==> config.mk <==
export PLATFORM = sky130hd
export DESIGN_NAME = posicoes_xy_leitor
export DESIGN_NICKNAME = d
export VERILOG_FILES = /design/src/rtl/posicoes_pkg.sv /design/src/rtl/posicoes_xy_leitor_contador.sv /design/src/rtl/posicoes_xy_leitor.sv
export SDC_FILE = /design/constraint.sdc
export NUM_CORES = 1
export LEC_CHECK = 0
export CORE_MARGIN = 3
export CORE_UTILIZATION = 40
export CTS_BUF_LIST = sky130_fd_sc_hd__clkbuf_2
export DETAILED_ROUTE_END_ITERATION = 12
export HOLD_SLACK_MARGIN = 0.06
export MAX_ROUTING_LAYER = met4
export SYNTH_ARGS = -nofsm -noshare
export SYNTH_HDL_FRONTEND = slang
export SYNTH_SLANG_ARGS = --single-unit
export TNS_END_PERCENT = 1
==> constraint.sdc <==
create_clock -name clk -period 4.4 [get_ports clk]
set_input_delay 1.32 -clock clk [delete_from_list [all_inputs] [get_ports clk]]
set_output_delay 1.32 -clock clk [all_outputs]
set_load 0.02 [all_outputs]
==> src/rtl/posicoes_pkg.sv <==
// Shared types and constants for the XY position reader.
// Holds the FSM state type, the border mask and the payload field geometry.
package posicoes_pkg;

    localparam int unsigned Y_W       = 10;
    localparam int unsigned CAMPO_LSB = 2;
    localparam int unsigned CAMPO_W   = 6;
    localparam int unsigned CONT_W    = 4;

    localparam logic [Y_W-1:0] BORDA_MASK = 10'b11_0000_0011;

    typedef enum logic [1:0] {
        OCIOSO   = 2'd0,
        CONFIRMA = 2'd1,
        ENTREGA  = 2'd2
    } estado_leitor_t;

endpackage

==> src/rtl/posicoes_xy_leitor_contador.sv <==
// contador_confirmacao: debounce counter for the position payload.
// Ports:
//   clk, rst_n        clock, async active-low reset
//   amostra           a clean strobed sample is being accepted this edge
//   carrega           reader is idle: the sample starts a fresh run
//   zera              force the run length to zero (border error, repeat, transfer)
//   payload           6-bit payload of the current sample
//   candidato_prox_c  candidate value after this edge (combinational)
//   confirmado_c      this edge completes CICLOS_CONFIRMA matching samples (combinational)
module contador_confirmacao
    import posicoes_pkg::*;
#(
    parameter int unsigned CICLOS_CONFIRMA = 4
) (
    input  logic               clk,
    input  logic               rst_n,
    input  logic               amostra,
    input  logic               carrega,
    input  logic               zera,
    input  logic [CAMPO_W-1:0] payload,
    output logic [CAMPO_W-1:0] candidato_prox_c,
    output logic               confirmado_c
);

    localparam logic [CONT_W-1:0] LIMITE = CONT_W'(CICLOS_CONFIRMA);

    logic [CAMPO_W-1:0] candidato_q, candidato_d;
    logic [CONT_W-1:0]  cont_q, cont_d, cont_prox;

    // Next run length for an accepted sample; confirmation ignores zera so the
    // top can decide delivery vs. repeat-discard without a combinational loop.
    always_comb begin
        cont_prox = CONT_W'(1);
        if (!carrega && (payload == candidato_q)) begin
            cont_prox = (cont_q >= LIMITE) ? LIMITE : CONT_W'(cont_q + CONT_W'(1));
        end
        candidato_d = amostra ? payload : candidato_q;
        cont_d      = cont_q;
        if (amostra) begin
            cont_d = cont_prox;
        end
        if (zera) begin
            cont_d = '0;
        end
        confirmado_c = amostra && (cont_prox == LIMITE);
    end

    assign candidato_prox_c = candidato_d;

    always_ff @(posedge clk or negedge rst_n) begin
        if (!rst_n) begin
            candidato_q <= '0;
            cont_q      <= '0;
        end else begin
            candidato_q <= candidato_d;
            cont_q      <= cont_d;
        end
    end

endmodule

==> src/rtl/posicoes_xy_leitor.sv <==
// posicoes_xy_leitor: receives the 10-bit XY position vector, checks the
// border bits, debounces the payload and delivers each new stable value
// over a valid/ready handshake.
// Ports:
//   clk, rst_n   clock, async active-low reset
//   y_in         position vector, payload on [7:2], border on [9:8] and [1:0]
//   amostra_en   sample strobe
//   dado         delivered payload (A = dado[0] .. F = dado[5])
//   valido       dado holds an undelivered value
//   pronto       consumer accepts dado
//   erro_borda   one-cycle pulse after a strobed sample with a border bit set
module posicoes_xy_leitor
    import posicoes_pkg::*;
#(
    parameter int unsigned CICLOS_CONFIRMA = 4
) (
    input  logic               clk,
    input  logic               rst_n,
    input  logic [Y_W-1:0]     y_in,
    input  logic               amostra_en,
    output logic [CAMPO_W-1:0] dado,
    output logic               valido,
    input  logic               pronto,
    output logic               erro_borda
);

    estado_leitor_t     estado_q, estado_d;
    logic [CAMPO_W-1:0] dado_q, dado_d;
    logic [CAMPO_W-1:0] ultimo_q, ultimo_d;
    logic               valido_q, valido_d;
    logic               erro_borda_q, erro_borda_d;
    logic               primeiro_q, primeiro_d;

    logic               borda_c, aceita_c, carrega_c, zera_c, confirmado_c;
    logic [CAMPO_W-1:0] candidato_prox_c;

    // Strobes are only looked at while not holding a value for the consumer.
    assign borda_c   = (y_in & BORDA_MASK) != '0;
    assign aceita_c  = amostra_en && !borda_c && (estado_q != ENTREGA);
    assign carrega_c = (estado_q == OCIOSO);

    contador_confirmacao #(
        .CICLOS_CONFIRMA (CICLOS_CONFIRMA)
    ) u_contador (
        .clk              (clk),
        .rst_n            (rst_n),
        .amostra          (aceita_c),
        .carrega          (carrega_c),
        .zera             (zera_c),
        .payload          (y_in[CAMPO_LSB +: CAMPO_W]),
        .candidato_prox_c (candidato_prox_c),
        .confirmado_c     (confirmado_c)
    );

    // Next-state and output logic.
    always_comb begin
        estado_d     = estado_q;
        dado_d       = dado_q;
        valido_d     = valido_q;
        ultimo_d     = ultimo_q;
        primeiro_d   = primeiro_q;
        erro_borda_d = 1'b0;
        zera_c       = 1'b0;
        case (estado_q)
            OCIOSO, CONFIRMA: begin
                if (amostra_en) begin
                    if (borda_c) begin
                        erro_borda_d = 1'b1;
                        zera_c       = 1'b1;
                        estado_d     = OCIOSO;
                    end else begin
                        estado_d = CONFIRMA;
                        if (confirmado_c) begin
                            if (primeiro_q || (candidato_prox_c != ultimo_q)) begin
                                dado_d   = candidato_prox_c;
                                valido_d = 1'b1;
                                estado_d = ENTREGA;
                            end else begin
                                // Same value as the last delivery: drop it silently.
                                zera_c   = 1'b1;
                                estado_d = OCIOSO;
                            end
                        end
                    end
                end
            end
            ENTREGA: begin
                if (valido_q && pronto) begin
                    ultimo_d   = dado_q;
                    primeiro_d = 1'b0;
                    valido_d   = 1'b0;
                    zera_c     = 1'b1;
                    estado_d   = OCIOSO;
                end
            end
            default: begin
                estado_d = OCIOSO;
                valido_d = 1'b0;
            end
        endcase
    end

    always_ff @(posedge clk or negedge rst_n) begin
        if (!rst_n) begin
            estado_q     <= OCIOSO;
            dado_q       <= '0;
            valido_q     <= 1'b0;
            erro_borda_q <= 1'b0;
            ultimo_q     <= '0;
            primeiro_q   <= 1'b1;
        end else begin
            estado_q     <= estado_d;
            dado_q       <= dado_d;
            valido_q     <= valido_d;
            erro_borda_q <= erro_borda_d;
            ultimo_q     <= ultimo_d;
            primeiro_q   <= primeiro_d;
        end
    end

    assign dado       = dado_q;
    assign valido     = valido_q;
    assign erro_borda = erro_borda_q;

endmodule

==> run metrics <==
status=complete, no violations; Nets=171; setup ws final=0.627 ns; final setup vio count=0; r2r endpoint=dado[0]; CP Launch Type=primary input; R2R Setup Slk=1.83 ns; clock-pin slew on the worst setup and hold paths=0.27 ns; Ports=22; NetSw=0.141 mW; register share of total power=57.9%; Hold Path Class=reg2reg; final wirelength=2.95 mm; Initial Utilization=42.8%; first-pass GRT wire length=5.18 mm; Avg Vias per Cell=5.27; Seq/Total Area, Yosys=46.3%; RSZ-0062 raised after global routing=false; RePlAce Congestion=0.856; Finished Cell Area=1760 um2; Clk pwr share=21.3%; Slew @ Worst Pin=0.608 ns; global-route usage over all layers=15.8%; Peak VDD IR=0.216 mV; area delta synth->final=20.3%; Inserted Clock Buffers=3; critical path data required time=4.71 ns; CP Max Fanout=6; Mapped Area=1460 um2; DR iter-0 viols=32; clk buf depth=2; clock period minus worst slack=3.77 ns; element type at the critical path end=flip-flop; setup TNS=0 ns; max-slew violation count=0; period utilization=85.7%; row count=21; Yosys reg bits=27; DR vias=1059; Placed Area=1740 um2; total power=0.478 mW; initial antenna violation count=0; Fin. Hold Viols=0; Final HPWL DP=2.27 mm; die area=4420 um2; PwrDens=272 nW/um2; # H-tree levels=1; cell internal pwr=0.337 mW; diode count=0; Pre-Repair DR Iteration Count=4; Place WS=0.193 ns; DRC=0; Syn Area/Cell=11.3 um2; Clock Latency Late Sink=0.38 ns; TritonCTS clock tree=done; Yosys cell types=36; Net Sw Frac=29.5%; Worst Reg-to-Reg Cells=6; total gr overflow=0; setup bufs post-CTS=0; PostCTS Resize Cnt=0; # clock sinks=27; CP Class=in2reg; DR WL/cell=14.7 um; Slew HR=59.1%; syn_nets=144; Combinational Power Share=20.8%; f_max=265 MHz; # hold bufs at CTS=0; Core Area=3420 um2; Die Wd=66.5 um; critical path arrival=4.08 ns; Yosys Warn Count=0; share of cells above drive strength 1=20.6%; DIE HEIGHT=66.5 um; hold_ws=0.540 ns; Worst Clk Skew=0.0180 ns; CP endpoint=dado[0]; reg2reg start=estado_q[1]; vias in the first global route=1067; largest net degree at the start of global routing=28; antenna-violating nets left=0; CTS root buf=clkbuf_2; leakage power=0.782 nW; CP Launch Point=y_in[1]; # port buffers=21; max_cap viols=0; Cells after Synth=129
[cell usage after synthesis]
cell type / n / area [um2]
o311a_2: 1 / 11.3
nand2_1: 9 / 33.8
a21o_1: 1 / 7.51
nor2b_1: 2 / 12.5
and3_1: 1 / 6.26
nor2_1: 3 / 11.3
buf_2: 1 / 5.00
o21ai_0: 2 / 10.0
or4_1: 1 / 7.51
mux2i_1: 1 / 10.0
o311a_1: 1 / 10.0
o221ai_1: 1 / 8.76
or2b_1: 2 / 15.0
dfstp_2: 1 / 26.3
o41ai_4: 1 / 27.5
a2111o_1: 1 / 11.3
nand3_1: 6 / 30.0
xnor2_1: 6 / 52.6
clkbuf_2: 1 / 5.00
buf_6: 2 / 22.5
nand3b_1: 1 / 7.51
nand4_1: 2 / 12.5
nor3_1: 1 / 5.00
ha_1: 1 / 12.5
inv_1: 4 / 15.0
or3_1: 1 / 6.26
dfrtp_1: 26 / 651
or4_4: 2 / 22.5
nor4_1: 10 / 62.6
xor2_1: 8 / 70.1
a311oi_1: 2 / 17.5
a21boi_0: 1 / 7.51
mux2_2: 18 / 203
nand2b_1: 4 / 25.0
a21oi_1: 3 / 15.0
and2_1: 1 / 6.26
[stage by stage]
stage	std cells	utilization [%]
floorplan	129	-
global placement	197	50.8
detailed placement	197	50.8
CTS	201	51.5
global route	201	51.5
finish	201	51.5
[placed cells by master, fill, tap and decap left out, drive strengths merged]
cell type	netlist	layout
a2111o	1	1
a21boi	1	1
a21o	1	1
a21oi	3	3
a311oi	2	2
and2	1	1
and3	1	1
buf	3	5
clkbuf	1	3
clkdlybuf4s50	0	21
dfrtp	26	26
dfstp	1	1
ha	1	1
inv	4	5
mux2	18	18
mux2i	1	1
nand2	9	9
nand2b	4	4
nand3	6	6
nand3b	1	1
nand4	2	2
nor2	3	3
nor2b	2	2
nor3	1	1
nor4	10	10
o21ai	2	2
o221ai	1	1
o311a	2	2
o41ai	1	1
or2b	2	2
or3	1	1
or4	3	3
xnor2	6	6
xor2	8	8
[flip-flops by register name (all words and copies together), names as in the netlist]
| name | count |
|---|---|
| u_contador.candidato_q | 6 |
| estado_q | 2 |
| u_contador.cont_q | 4 |
| primeiro_q | 1 |
| ultimo_q | 6 |
| dado | 6 |
| valido | 1 |
| erro_borda | 1 |
[cell type report]
type / instances / area (um2)
Clock buffer: 3 / 15.0
Clock inverter: 1 / 8.76
Fill cell: 330 / 1660
Inverter: 4 / 15.0
Multi-Input combinational cell: 94 / 738
Sequential cell: 27 / 677
Tap cell: 46 / 57.6
Timing Repair Buffer: 26 / 248
[worst max-delay path, stage by stage]
cell	delay, ns
clkdlybuf4s50_1	0.41
or4_1	0.63
o311a_1	0.37
or4_4	0.56
o41ai_4	0.23
buf_4	0.21
mux2_2	0.34
[kinds of logic after synthesis]
group / after synthesis / share of synthesized area (%)
and+or+nand+nor: 46 / 18.0
DFF: 27 / 46.3
muxes: 19 / 14.5
AOI/OAI and AO/OA: 14 / 8.64
xor gates and xnor gates: 14 / 8.38
buffers and inverters: 8 / 3.25
adders and majority gates: 1 / 0.855
[power by group through the flow]
| stage | Sequential [mW] | Clock, mW | Combinational [mW] |
|---|---|---|---|
| floorplan | 0.279 | 0 | 0.0660 |
| global route | 0.279 | 0.120 | 0.110 |
| finish | 0.277 | 0.102 | 0.0993 |
| detailed placement | 0.281 | 0 | 0.100 |
| global placement | 0.281 | 0 | 0.0990 |
| CTS | 0.277 | 0.105 | 0.100 |
[worst min path at each step]
stage | startpoint | to | slack [ns] | depth (start not counted)
floorplan | estado_q[1] | estado_q[0] | 0.44 | 1
global placement | estado_q[1] | estado_q[0] | 0.49 | 1
detailed placement | estado_q[1] | estado_q[0] | 0.50 | 1
CTS | primeiro_q | primeiro_q | 0.54 | 1
global route | primeiro_q | primeiro_q | 0.55 | 1
finish | primeiro_q | primeiro_q | 0.54 | 1
[layer usage]
layer / up-vias / part of all wire [%] / track usage, %
li1: 526 / - / -
met1: 516 / 49 / 21.2
met2: 15 / 48 / 24.3
met3: 2 / 2.9 / 3.71
met4: 0 / 0.75 / 3.81
met5: - / 0 / -
No activity file was read; power rests on OpenSTA's default activity.
